## src/rtl/sprite_pkg.sv

```systemverilog
// rtl/sprite_pkg.sv - shared types and constants for sprite_overlay_engine
// Optional feature macro: SPRITE_ANIM_EN (adds per-sprite animation fields).
package sprite_pkg;

    // Register fields are stored at fixed widths; the engine uses only the
    // low COORD_W / IMG_W bits of each.
    localparam int SP_FIELD_W     = 16;
    localparam int SP_IMG_FIELD_W = 8;

    // Register select, low two bits of address_i.
    localparam logic [1:0] REG_X    = 2'd0;
    localparam logic [1:0] REG_Y    = 2'd1;
    localparam logic [1:0] REG_CTRL = 2'd2;

    localparam logic [23:0] DEFAULT_TRANSPARENT_KEY = 24'hFF00FF;

    typedef struct packed {
        logic [SP_FIELD_W-1:0]     x;
        logic [SP_FIELD_W-1:0]     y;
        logic                      en;
        logic [SP_IMG_FIELD_W-1:0] img;
`ifdef SPRITE_ANIM_EN
        logic [3:0]                frames;
        logic [3:0]                div;
        logic [3:0]                anim;
`endif
    } sprite_regs_t;

endpackage

```

## src/rtl/sprite_hit.sv

```systemverilog
// rtl/sprite_hit.sv - window compare and local texel offset for one sprite channel
// Ports:
//   x_pos, y_pos   current scan pixel
//   x0, y0         sprite top-left corner (active registers)
//   en             sprite enable
//   hit            pixel lies inside the enabled sprite window
//   off_x, off_y   pixel offset inside the sprite (valid when hit)
module sprite_hit #(
    parameter int COORD_W     = 11,
    parameter int SPRITE_SIZE = 32
) (
    input  logic [COORD_W-1:0]             x_pos,
    input  logic [COORD_W-1:0]             y_pos,
    input  logic [COORD_W-1:0]             x0,
    input  logic [COORD_W-1:0]             y0,
    input  logic                           en,
    output logic                           hit,
    output logic [$clog2(SPRITE_SIZE)-1:0] off_x,
    output logic [$clog2(SPRITE_SIZE)-1:0] off_y
);

    localparam int OFF_W = $clog2(SPRITE_SIZE);
    localparam logic [COORD_W:0] SIZE_EXT = (COORD_W+1)'(SPRITE_SIZE);

    // One extra bit so a window near the right/bottom edge never wraps to 0.
    logic [COORD_W:0] xe, ye, x0e, y0e, dx, dy;
    logic             in_x, in_y;
    logic             unused_hi;

    assign xe  = {1'b0, x_pos};
    assign ye  = {1'b0, y_pos};
    assign x0e = {1'b0, x0};
    assign y0e = {1'b0, y0};

    assign in_x = (xe >= x0e) && (xe < (x0e + SIZE_EXT));
    assign in_y = (ye >= y0e) && (ye < (y0e + SIZE_EXT));
    assign hit  = en && in_x && in_y;

    assign dx    = xe - x0e;
    assign dy    = ye - y0e;
    assign off_x = dx[OFF_W-1:0];
    assign off_y = dy[OFF_W-1:0];

    assign unused_hi = ^{dx[COORD_W:OFF_W], dy[COORD_W:OFF_W]};

endmodule

```

## src/rtl/sprite_overlay_engine.sv

```systemverilog
// rtl/sprite_overlay_engine.sv - multi-channel sprite compositor with shared sprite ROM
// Optional feature macro: SPRITE_ANIM_EN (ctrl[11:8] frame count, ctrl[15:12] divider).
// Ports:
//   clk, rst_n            pixel clock, asynchronous active-low reset
//   MW_i, address_i,      register write: address_i = {sprite index, reg sel}
//   data_i
//   frame_start_i         commits shadow registers to active registers
//   x_pos_i, y_pos_i,     scan pixel and its background colour
//   bg_rgb_i
//   mem_address_o         sprite ROM address (stage 1)
//   mem_data_i            ROM texel for mem_address_o, consumed in stage 2
//   RGB_o, hit_o          composited pixel, opaque-sprite flag (stage 2)
module sprite_overlay_engine
    import sprite_pkg::*;
#(
    parameter int          NUM_SPRITES     = 4,
    parameter int          SPRITE_SIZE     = 32,
    parameter int          COORD_W         = 11,
    parameter int          MEM_ADDR_W      = 16,
    parameter int          IMG_W           = 4,
    parameter logic [23:0] TRANSPARENT_KEY = DEFAULT_TRANSPARENT_KEY
) (
    input  logic                             clk,
    input  logic                             rst_n,
    input  logic                             MW_i,
    input  logic [$clog2(NUM_SPRITES)+1:0]   address_i,
    input  logic [31:0]                      data_i,
    input  logic                             frame_start_i,
    input  logic [COORD_W-1:0]               x_pos_i,
    input  logic [COORD_W-1:0]               y_pos_i,
    input  logic [23:0]                      bg_rgb_i,
    output logic [MEM_ADDR_W-1:0]            mem_address_o,
    input  logic [23:0]                      mem_data_i,
    output logic [23:0]                      RGB_o,
    output logic                             hit_o
);

    localparam int AW    = $clog2(NUM_SPRITES) + 2;
    localparam int OFF_W = $clog2(SPRITE_SIZE);

    sprite_regs_t shadow     [NUM_SPRITES];
    sprite_regs_t shadow_nxt [NUM_SPRITES];
    sprite_regs_t active     [NUM_SPRITES];
    sprite_regs_t active_nxt [NUM_SPRITES];

    logic [NUM_SPRITES-1:0]    hit_vec;
    logic [OFF_W-1:0]          off_x   [NUM_SPRITES];
    logic [OFF_W-1:0]          off_y   [NUM_SPRITES];
    logic [SP_IMG_FIELD_W-1:0] img_eff [NUM_SPRITES];

    logic                      win_any;
    logic [SP_IMG_FIELD_W-1:0] win_img;
    logic [OFF_W-1:0]          win_ox, win_oy;
    logic [31:0]               addr_full;
    logic [MEM_ADDR_W-1:0]     addr_nxt;

    logic                      win_valid;
    logic [23:0]               bg_d1;

    logic                      unused_data;
    logic                      unused_addr;
    logic [NUM_SPRITES-1:0]    unused_act;

`ifdef SPRITE_ANIM_EN
    logic [NUM_SPRITES-1:0]    ctrl_wr;
    logic [NUM_SPRITES-1:0]    ctrl_pend;
    logic [3:0]                div_cnt [NUM_SPRITES];
    logic [3:0]                div_nxt [NUM_SPRITES];
`endif

    // ------------------------------------------------------------------
    // Register write decode into the shadow set
    // ------------------------------------------------------------------
    always_comb begin
        shadow_nxt = shadow;
`ifdef SPRITE_ANIM_EN
        ctrl_wr = '0;
`endif
        if (MW_i) begin
            for (int i = 0; i < NUM_SPRITES; i++) begin
                if ((address_i >> 2) == AW'(i)) begin
                    case (address_i[1:0])
                        REG_X: shadow_nxt[i].x = SP_FIELD_W'(data_i[COORD_W-1:0]);
                        REG_Y: shadow_nxt[i].y = SP_FIELD_W'(data_i[COORD_W-1:0]);
                        REG_CTRL: begin
                            shadow_nxt[i].en  = data_i[0];
                            shadow_nxt[i].img = SP_IMG_FIELD_W'(data_i[IMG_W+3:4]);
`ifdef SPRITE_ANIM_EN
                            shadow_nxt[i].frames = data_i[11:8];
                            shadow_nxt[i].div    = data_i[15:12];
                            ctrl_wr[i]           = 1'b1;
`endif
                        end
                        default: ;
                    endcase
                end
            end
        end
    end

    // ------------------------------------------------------------------
    // Commit values: shadow (including a same-cycle write), plus the
    // animation step when enabled
    // ------------------------------------------------------------------
    always_comb begin
        for (int i = 0; i < NUM_SPRITES; i++) begin
            active_nxt[i] = shadow_nxt[i];
`ifdef SPRITE_ANIM_EN
            div_nxt[i] = div_cnt[i];
            if (ctrl_pend[i] || ctrl_wr[i]) begin
                // A freshly written ctrl restarts its animation.
                active_nxt[i].anim = 4'd0;
                div_nxt[i]         = 4'd0;
            end else if (active[i].frames == 4'd0) begin
                active_nxt[i].anim = 4'd0;
                div_nxt[i]         = 4'd0;
            end else if (div_cnt[i] == active[i].div) begin
                div_nxt[i] = 4'd0;
                if ((active[i].anim + 4'd1) >= active[i].frames)
                    active_nxt[i].anim = 4'd0;
                else
                    active_nxt[i].anim = active[i].anim + 4'd1;
            end else begin
                active_nxt[i].anim = active[i].anim;
                div_nxt[i]         = div_cnt[i] + 4'd1;
            end
`endif
        end
    end

    always_ff @(posedge clk or negedge rst_n) begin
        if (!rst_n) begin
            for (int i = 0; i < NUM_SPRITES; i++) begin
                shadow[i] <= '0;
                active[i] <= '0;
            end
        end else begin
            shadow <= shadow_nxt;
            if (frame_start_i)
                active <= active_nxt;
        end
    end

`ifdef SPRITE_ANIM_EN
    always_ff @(posedge clk or negedge rst_n) begin
        if (!rst_n) begin
            ctrl_pend <= '0;
            for (int i = 0; i < NUM_SPRITES; i++)
                div_cnt[i] <= 4'd0;
        end else if (frame_start_i) begin
            ctrl_pend <= '0;
            div_cnt   <= div_nxt;
        end else begin
            ctrl_pend <= ctrl_pend | ctrl_wr;
        end
    end
`endif

    // ------------------------------------------------------------------
    // Per-channel window test on the active set
    // ------------------------------------------------------------------
    for (genvar g = 0; g < NUM_SPRITES; g++) begin : g_chan
        sprite_hit #(
            .COORD_W     (COORD_W),
            .SPRITE_SIZE (SPRITE_SIZE)
        ) u_hit (
            .x_pos (x_pos_i),
            .y_pos (y_pos_i),
            .x0    (active[g].x[COORD_W-1:0]),
            .y0    (active[g].y[COORD_W-1:0]),
            .en    (active[g].en),
            .hit   (hit_vec[g]),
            .off_x (off_x[g]),
            .off_y (off_y[g])
        );

`ifdef SPRITE_ANIM_EN
        assign img_eff[g] = active[g].img + SP_IMG_FIELD_W'(active[g].anim);
`else
        assign img_eff[g] = active[g].img;
`endif
        assign unused_act[g] = ^active[g];
    end

    // ------------------------------------------------------------------
    // Priority select: scanning downward lets the lowest index win, so a
    // single ROM address is formed for the pixel.
    // ------------------------------------------------------------------
    always_comb begin
        win_any = 1'b0;
        win_img = '0;
        win_ox  = '0;
        win_oy  = '0;
        for (int i = NUM_SPRITES - 1; i >= 0; i--) begin
            if (hit_vec[i]) begin
                win_any = 1'b1;
                win_img = img_eff[i];
                win_ox  = off_x[i];
                win_oy  = off_y[i];
            end
        end
        addr_full = 32'(win_img) * 32'(SPRITE_SIZE * SPRITE_SIZE)
                  + 32'(win_oy)  * 32'(SPRITE_SIZE)
                  + 32'(win_ox);
        addr_nxt  = win_any ? MEM_ADDR_W'(addr_full) : '0;
    end

    // Stage 1: ROM address, winner-valid and aligned background.
    always_ff @(posedge clk or negedge rst_n) begin
        if (!rst_n) begin
            mem_address_o <= '0;
            win_valid     <= 1'b0;
            bg_d1         <= '0;
        end else begin
            mem_address_o <= addr_nxt;
            win_valid     <= win_any;
            bg_d1         <= bg_rgb_i;
        end
    end

    // Stage 2: a transparent texel shows background, never a lower sprite.
    always_ff @(posedge clk or negedge rst_n) begin
        if (!rst_n) begin
            RGB_o <= '0;
            hit_o <= 1'b0;
        end else if (win_valid && (mem_data_i != TRANSPARENT_KEY)) begin
            RGB_o <= mem_data_i;
            hit_o <= 1'b1;
        end else begin
            RGB_o <= bg_d1;
            hit_o <= 1'b0;
        end
    end

    assign unused_data = ^data_i;
    assign unused_addr = ^addr_full;

endmodule

```

## config.mk

```make
export PLATFORM = sky130hd
export DESIGN_NAME = sprite_overlay_engine
export DESIGN_NICKNAME = d
export VERILOG_FILES = /design/src/rtl/sprite_pkg.sv /design/src/rtl/sprite_hit.sv /design/src/rtl/sprite_overlay_engine.sv
export SDC_FILE = /design/constraint.sdc
export NUM_CORES = 1
export LEC_CHECK = 0
export BUFFER_PORTS_ARGS = -buffer_cell sky130_fd_sc_hd__buf_4
export CORE_UTILIZATION = 65
export CTS_CLUSTER_DIAMETER = 30
export CTS_CLUSTER_SIZE = 14
export DETAILED_ROUTE_END_ITERATION = 10
export PLACE_DENSITY = 0.89
export SLEW_MARGIN = 20
export SYNTH_ARGS = -nofsm -noshare
export SYNTH_HDL_FRONTEND = slang
export SYNTH_SLANG_ARGS = --single-unit
```

## constraint.sdc

```tcl
create_clock -name clk -period 7.03 [get_ports clk]
set_input_delay 0.703 -clock clk [delete_from_list [all_inputs] [get_ports clk]]
set_output_delay 0.703 -clock clk [all_outputs]
set_load 0.02 [all_outputs]
```

Word-level counts from Yosys, hierarchy flattened
Cells that the tools add are included.

cells by class
  equal/unequal tests = 6
  reduce and logical (&&, ||, !) cells = 19
  add/subtract/negate cells = 18
  order comparisons = 16
  mux-type cells = 36

operators with widths
  cell                     number
  $mux W164                1
  $mux W41                 4
  $mux W16                 9
  $add A11 B6 Y12 const B  8
  $lt A11 B12 Y1           8
  $ge A11 B11 Y1           8
  $mux W5                  8
  $sub A5 B5 Y5            8
  $mux W9                  4
  $mux W24                 1
  $mux W6                  4
  $ne A24 B24 Y1 const B   1
  $logic_and A1 B1 Y1      17
  $add A16 B10 Y16         1
  $add A16 B5 Y16          1
  $eq A2 B2 Y1 const B     3
  $mux W1                  5
  $eq A2 B1 Y1 const B     2
  $logic_not A4 Y1         1
  $logic_not A2 Y1         1

word-level totals
  input bits = 110
  register bits after elaboration = 346
  output and inout port bits = 41
  logic and storage cells = 132

Longest topological paths before layout
  word-level depth = 12
  mapped depth = 15

Hierarchy
From an unflattened synthesis, not the netlist that was laid out.

second synthesis, totals
  cells, all modules = 1295
  area, all modules = 15946.5 um^2

by module, submodules not included
  module                             times used  cells each  sequential area each (um^2)  area each (um^2)
  sprite_overlay_engine              1           688         7457.2                       11248.3
  sprite_hit at g_chan[1].u_hit ...  2           152         0.0                          1178.6
  sprite_hit at g_chan[3].u_hit      1           152         0.0                          1172.4
  sprite_hit at g_chan[0].u_hit      1           151         0.0                          1168.6

Worst setup path before layout
No wires, ideal clock.

  path type = input port to flip-flop
  from = in y_pos_i[0]
  to = reg mem_address_o[14]
  data arrival time = 3.147 ns
  buffers on the path = 1
  library setup time = 0.125 ns
  cell stages on the path = 12
  path slack = 3.758 ns
  cell sequence = inv_1 > ha_1 > inv_1 > fa_1 > a21o_1 > a21oi_2 > o21ai_1 > a2111oi_2 > o31ai_1 > nor4_4 > buf_6 > mux2_2

between the ends
  word-level cells in the longest chain between the ends = 10
  elaborated cells on any way between the ends = 39
  classes of those cells = add/sub (6); order compare (8); mux (17); reduce/logical (8)

RTL lines
  what                                              line                          source
  from (decl)                                       sprite_overlay_engine.sv:30   input logic [COORD_W-1:0] y_pos_i,
  $lt A11 B12 Y1 or $ge A11 B11 Y1 (tied branches)  sprite_hit.sv:36              assign in_y = (ye >= y0e) && (ye < (y0e + SIZE_EXT));
  $logic_and A1 B1 Y1                               sprite_hit.sv:36
  $logic_and A1 B1 Y1                               sprite_hit.sv:37              assign hit = en && in_x && in_y;
  $mux W5 or $mux W6 (tied branches) (4 in series)  sprite_overlay_engine.sv:195  if (hit_vec[i]) begin
  $add A16 B10 Y16                                  sprite_overlay_engine.sv:203  + 32'(win_oy) * 32'(SPRITE_SIZE)
  $add A16 B5 Y16                                   sprite_overlay_engine.sv:204  + 32'(win_ox);
  $mux W16 (*)                                      sprite_overlay_engine.sv:205  addr_nxt = win_any ? MEM_ADDR_W'(addr_full) : '0;
  net addr_nxt[14]                                  sprite_overlay_engine.sv:55   logic [MEM_ADDR_W-1:0] addr_nxt;
  to (signal assigned)                              sprite_overlay_engine.sv:215  mem_address_o <= addr_nxt;
  to (decl)                                         sprite_overlay_engine.sv:32   output logic [MEM_ADDR_W-1:0] mem_address_o,

The timed path passes the listed nets; every way through them passes the cells marked *.
A chain may end at the register's enable or synchronous reset.

Final worst setup path
  from = reg active[137] (netlist bit)
  to = reg mem_address_o[1]

between the ends
  word-level cells in the longest chain between the ends = 7
  elaborated cells on any way between the ends = 9
  classes of those cells = add/sub (2); order compare (2); mux (3); reduce/logical (2)

RTL lines
  what                     line                          source
  from (decl)              sprite_overlay_engine.sv:43   sprite_regs_t active [NUM_SPRITES];
  from (signal assigned)   sprite_overlay_engine.sv:140  active <= active_nxt;
  $add A11 B6 Y12          sprite_hit.sv:36
  $lt A11 B12 Y1           sprite_hit.sv:36
  $logic_and A1 B1 Y1 (*)  sprite_hit.sv:36
  $logic_and A1 B1 Y1 (*)  sprite_hit.sv:37
  $mux W5                  sprite_overlay_engine.sv:195
  $add A16 B5 Y16          sprite_overlay_engine.sv:204
  $mux W16 (*)             sprite_overlay_engine.sv:205
  net addr_nxt[1]          sprite_overlay_engine.sv:55

Marks and branches as above.

==> flow_summary.yaml <==
logic_synthesis:
  synth-async-reset-ratio_pct: 100
  ys_ff_latch: 298
  syn_area_sq_mm: 0.0156
  synthAdderAreaFrac_pct: 12.6
  yosys.cell_types.count: 64
  synth_area_leader_cell: "dfrtp_1"
  synth_top_family_by_area: "multiplexers"
  synth_nets: 1658
  yosysTopAreaCellShare_pct: 47.8
  synth.area.top_cells: "dfrtp_1 (48%), mux2_2 (12%), ha_1 (12%)"
  synthFlopType: "dfrtp_1"
  synth_edf_count: 0
  synth-simple-area-share_pct: 8.35
  syn_inst: 1396
  synthMuxAreaShare_pct: 12.8
  synth_seq_area_share_pct: 47.8
  syn-mean-instance-area_sq_um: 11.2
  synth_xor_area_share_pct: 2.69
  synth_compound_area_share_pct: 11.5
  yosysWarnings: 0
route:
  vias_per_cell: 6.37
  drt_iter0_drc: 1077
  route.detailed.drc: 0
  antenna_left: 0
  drtPass1Iterations: 5
  wl_per_cell_um: 22.6
  finalWirelength_mm: 43.1
  vias: 12100
run:
  cap_violations: 0
setup_path:
  endpoint_kind: "flip-flop"
  worstPathArrival_ps: 4270
  rrSetupSlack_ps: 3230
  critPathKind: "reg -> reg"
  cp_max_fo: 17
  r2r-start: "active[137]"
  r2r_end: "mem_address_o[1]"
  worstSetupStartpointType: "flip-flop"
  reg2reg_depth: 10
  required_ps: 7490
floorplan:
  die_area_sq_mm: 0.0246
  initial_core_util_pct: 66.3
  io_pins: 151
  die_w_um: 157
  placementRows: 56
  die_y_um: 157
  core-area_sq_mm: 0.0235
global_route:
  grtUsageTotal_pct: 36.4
  first_global_vias: 13000
  grt_max_degree: 131
  grt-ovfl-total: 0
  grt_pass1_wl_mm: 68.3
  antenna_found_initial: 0
sta:
  final.setup.tns_ps: 0
  hold_viol: 0
  slew_headroom_pct: 40.1
  slew_viol_final: 0
  period_minus_slack_ps: 3800
  worstMarginPinSlew_ps: 899
  min_period_over_period_pct: 54.1
  fmaxAchievable_ghz: 0.263
  fin_skew_ps: 38.1
  holdWs_ps: 146
  setup_viol_count_final: 0
  rsz0062_at_grt: "no"
place:
  gp_congestion: 0.903
  port_buffers: 129
  dp_hpwl_mm: 26.3
cts:
  htreeDepth: 2
  clockBufferDepth: 3
  cts_num_sinks: 298
  cts-root-buf: "clkbuf_16"
  cts_inserted_buffers: 54
  cts_setup_buffers: 0
  cts_hold_buffers: 0
  clkTransAtPathRegs_ps: 60
  cts_resized: 0
  clkLatencyLatePin_ps: 590
  cts_tree: "built"
status:
  status: "completed"
final_layout:
  n_antenna_cell: 0
  fin_util_pct: 79.4
  final_common_cell: "dfrtp_1"
  final_cell_mix: "dfrtp_1 (298), mux2_2 (170), ha_1 (144), buf_4 (134), o21ai_0 (129)"
  nNetsFinal: 1806
  syn2layout_area_growth_pct: 19.8
  drive_gt1_share_pct: 26.1
power_and_ir_drop:
  vdd_drop_max_uv: 252
  p_leak_nw: 8.72
  power_mw: 6.35
  cellPowerDensity_mw_per_mm2: 340
min_path:
  min_path_type: "in -> async"
-- synth_stat cells (4+ instances only) --
cell and instances:
a2111oi_0 5, a211o_1 4, a211oi_1 20, a21o_1 27, a21oi_1 39, a31oi_1 6, and3_1 5, buf_1 4
buf_6 4, clkbuf_1 36, dfrtp_1 298, fa_1 8, ha_1 144, inv_1 124, mux2_2 170, mux2i_1 8
nand2_1 112, nand2b_1 7, nand3_1 33, nand3b_1 4, nand4_1 9, nor2_1 27, nor2b_1 16, nor3_1 13
nor3b_1 16, o211ai_1 5, o21a_1 5, o21ai_0 129, o221ai_1 5, o22a_1 8, o22ai_1 9, or3_1 6
xnor2_1 41, xor2_1 7
-- stage by stage --
| step | area (sq um) | setup slack (ps) | instances |
|---|---|---|---|
| 6_report | 18700 | 3230 | 1908 |
| 5_1_grt | 18700 | 3170 | 1908 |
| 4_1_cts | 18700 | 3310 | 1908 |
| 3_5_place_dp | 16900 | 2850 | 1807 |
| 3_3_place_gp | 16900 | 3000 | 1807 |
| 2_1_floorplan | 15600 | 3760 | 1396 |
-- cell families after synthesis --
logic type                 after synthesis
AOI/OAI and AO/OA                      288
and+or+nand+nor                        262
DFF                                    298
adders and majority gates              152
xor gates and xnor gates                48
muxes                                  178
buffers and inverters                  170
-- power by group --
part           internal [mW]  total [mW]  switching, mW
registers               2.04        2.21          0.163
clock network           1.65        2.58          0.933
logic                  0.672        1.57          0.895
total                   4.36        6.35           1.99
-- layout make-up --
class,count,area [sq um]
multi-input cells,928,7490
flip-flops and latches,298,7460
fillers,1252,4850
clock buffers,69,1480
repair buffers,138,1050
inverters,124,465
well taps,319,399
clock inverters,32,347
-- flip-flops by register name (all words and copies together) (netlist names) --
signal and count:
hit_o 1, RGB_o 24, mem_address_o 16, shadow 116, win_valid 1, active 116
bg_d1 24
-- critical path, stage by stage (launching register included) --
cell and delay, ps:
dfrtp_1 460, ha_1 270, xnor2_1 190, ha_1 280
a2111oi_0 640, o21ai_1 220, a2111oi_2 410, o31ai_1 200
nor4_4 220, buf_4 380, mux2_2 390
-- worst max-delay path by stage --
stage          cells past startpoint                 to        start
3_5_place_dp                      13   mem_address_o[8]   x_pos_i[0]
5_1_grt                           10  mem_address_o[15]  active[137]
2_1_floorplan                     12  mem_address_o[14]   y_pos_i[0]
6_report                          10   mem_address_o[1]  active[137]
4_1_cts                           10  mem_address_o[15]  active[137]
3_3_place_gp                      13   mem_address_o[8]   x_pos_i[0]
-- routing by layer --
metal	vias up	global-route usage (%)	routed length, um
met2	664	60.0	21000
met1	6011	43.4	15900
met5	-	0	0
li1	5247	-	-
met3	223	8.29	3650
met4	0	23.1	2530
No activity file was read; power rests on OpenSTA's default activity.
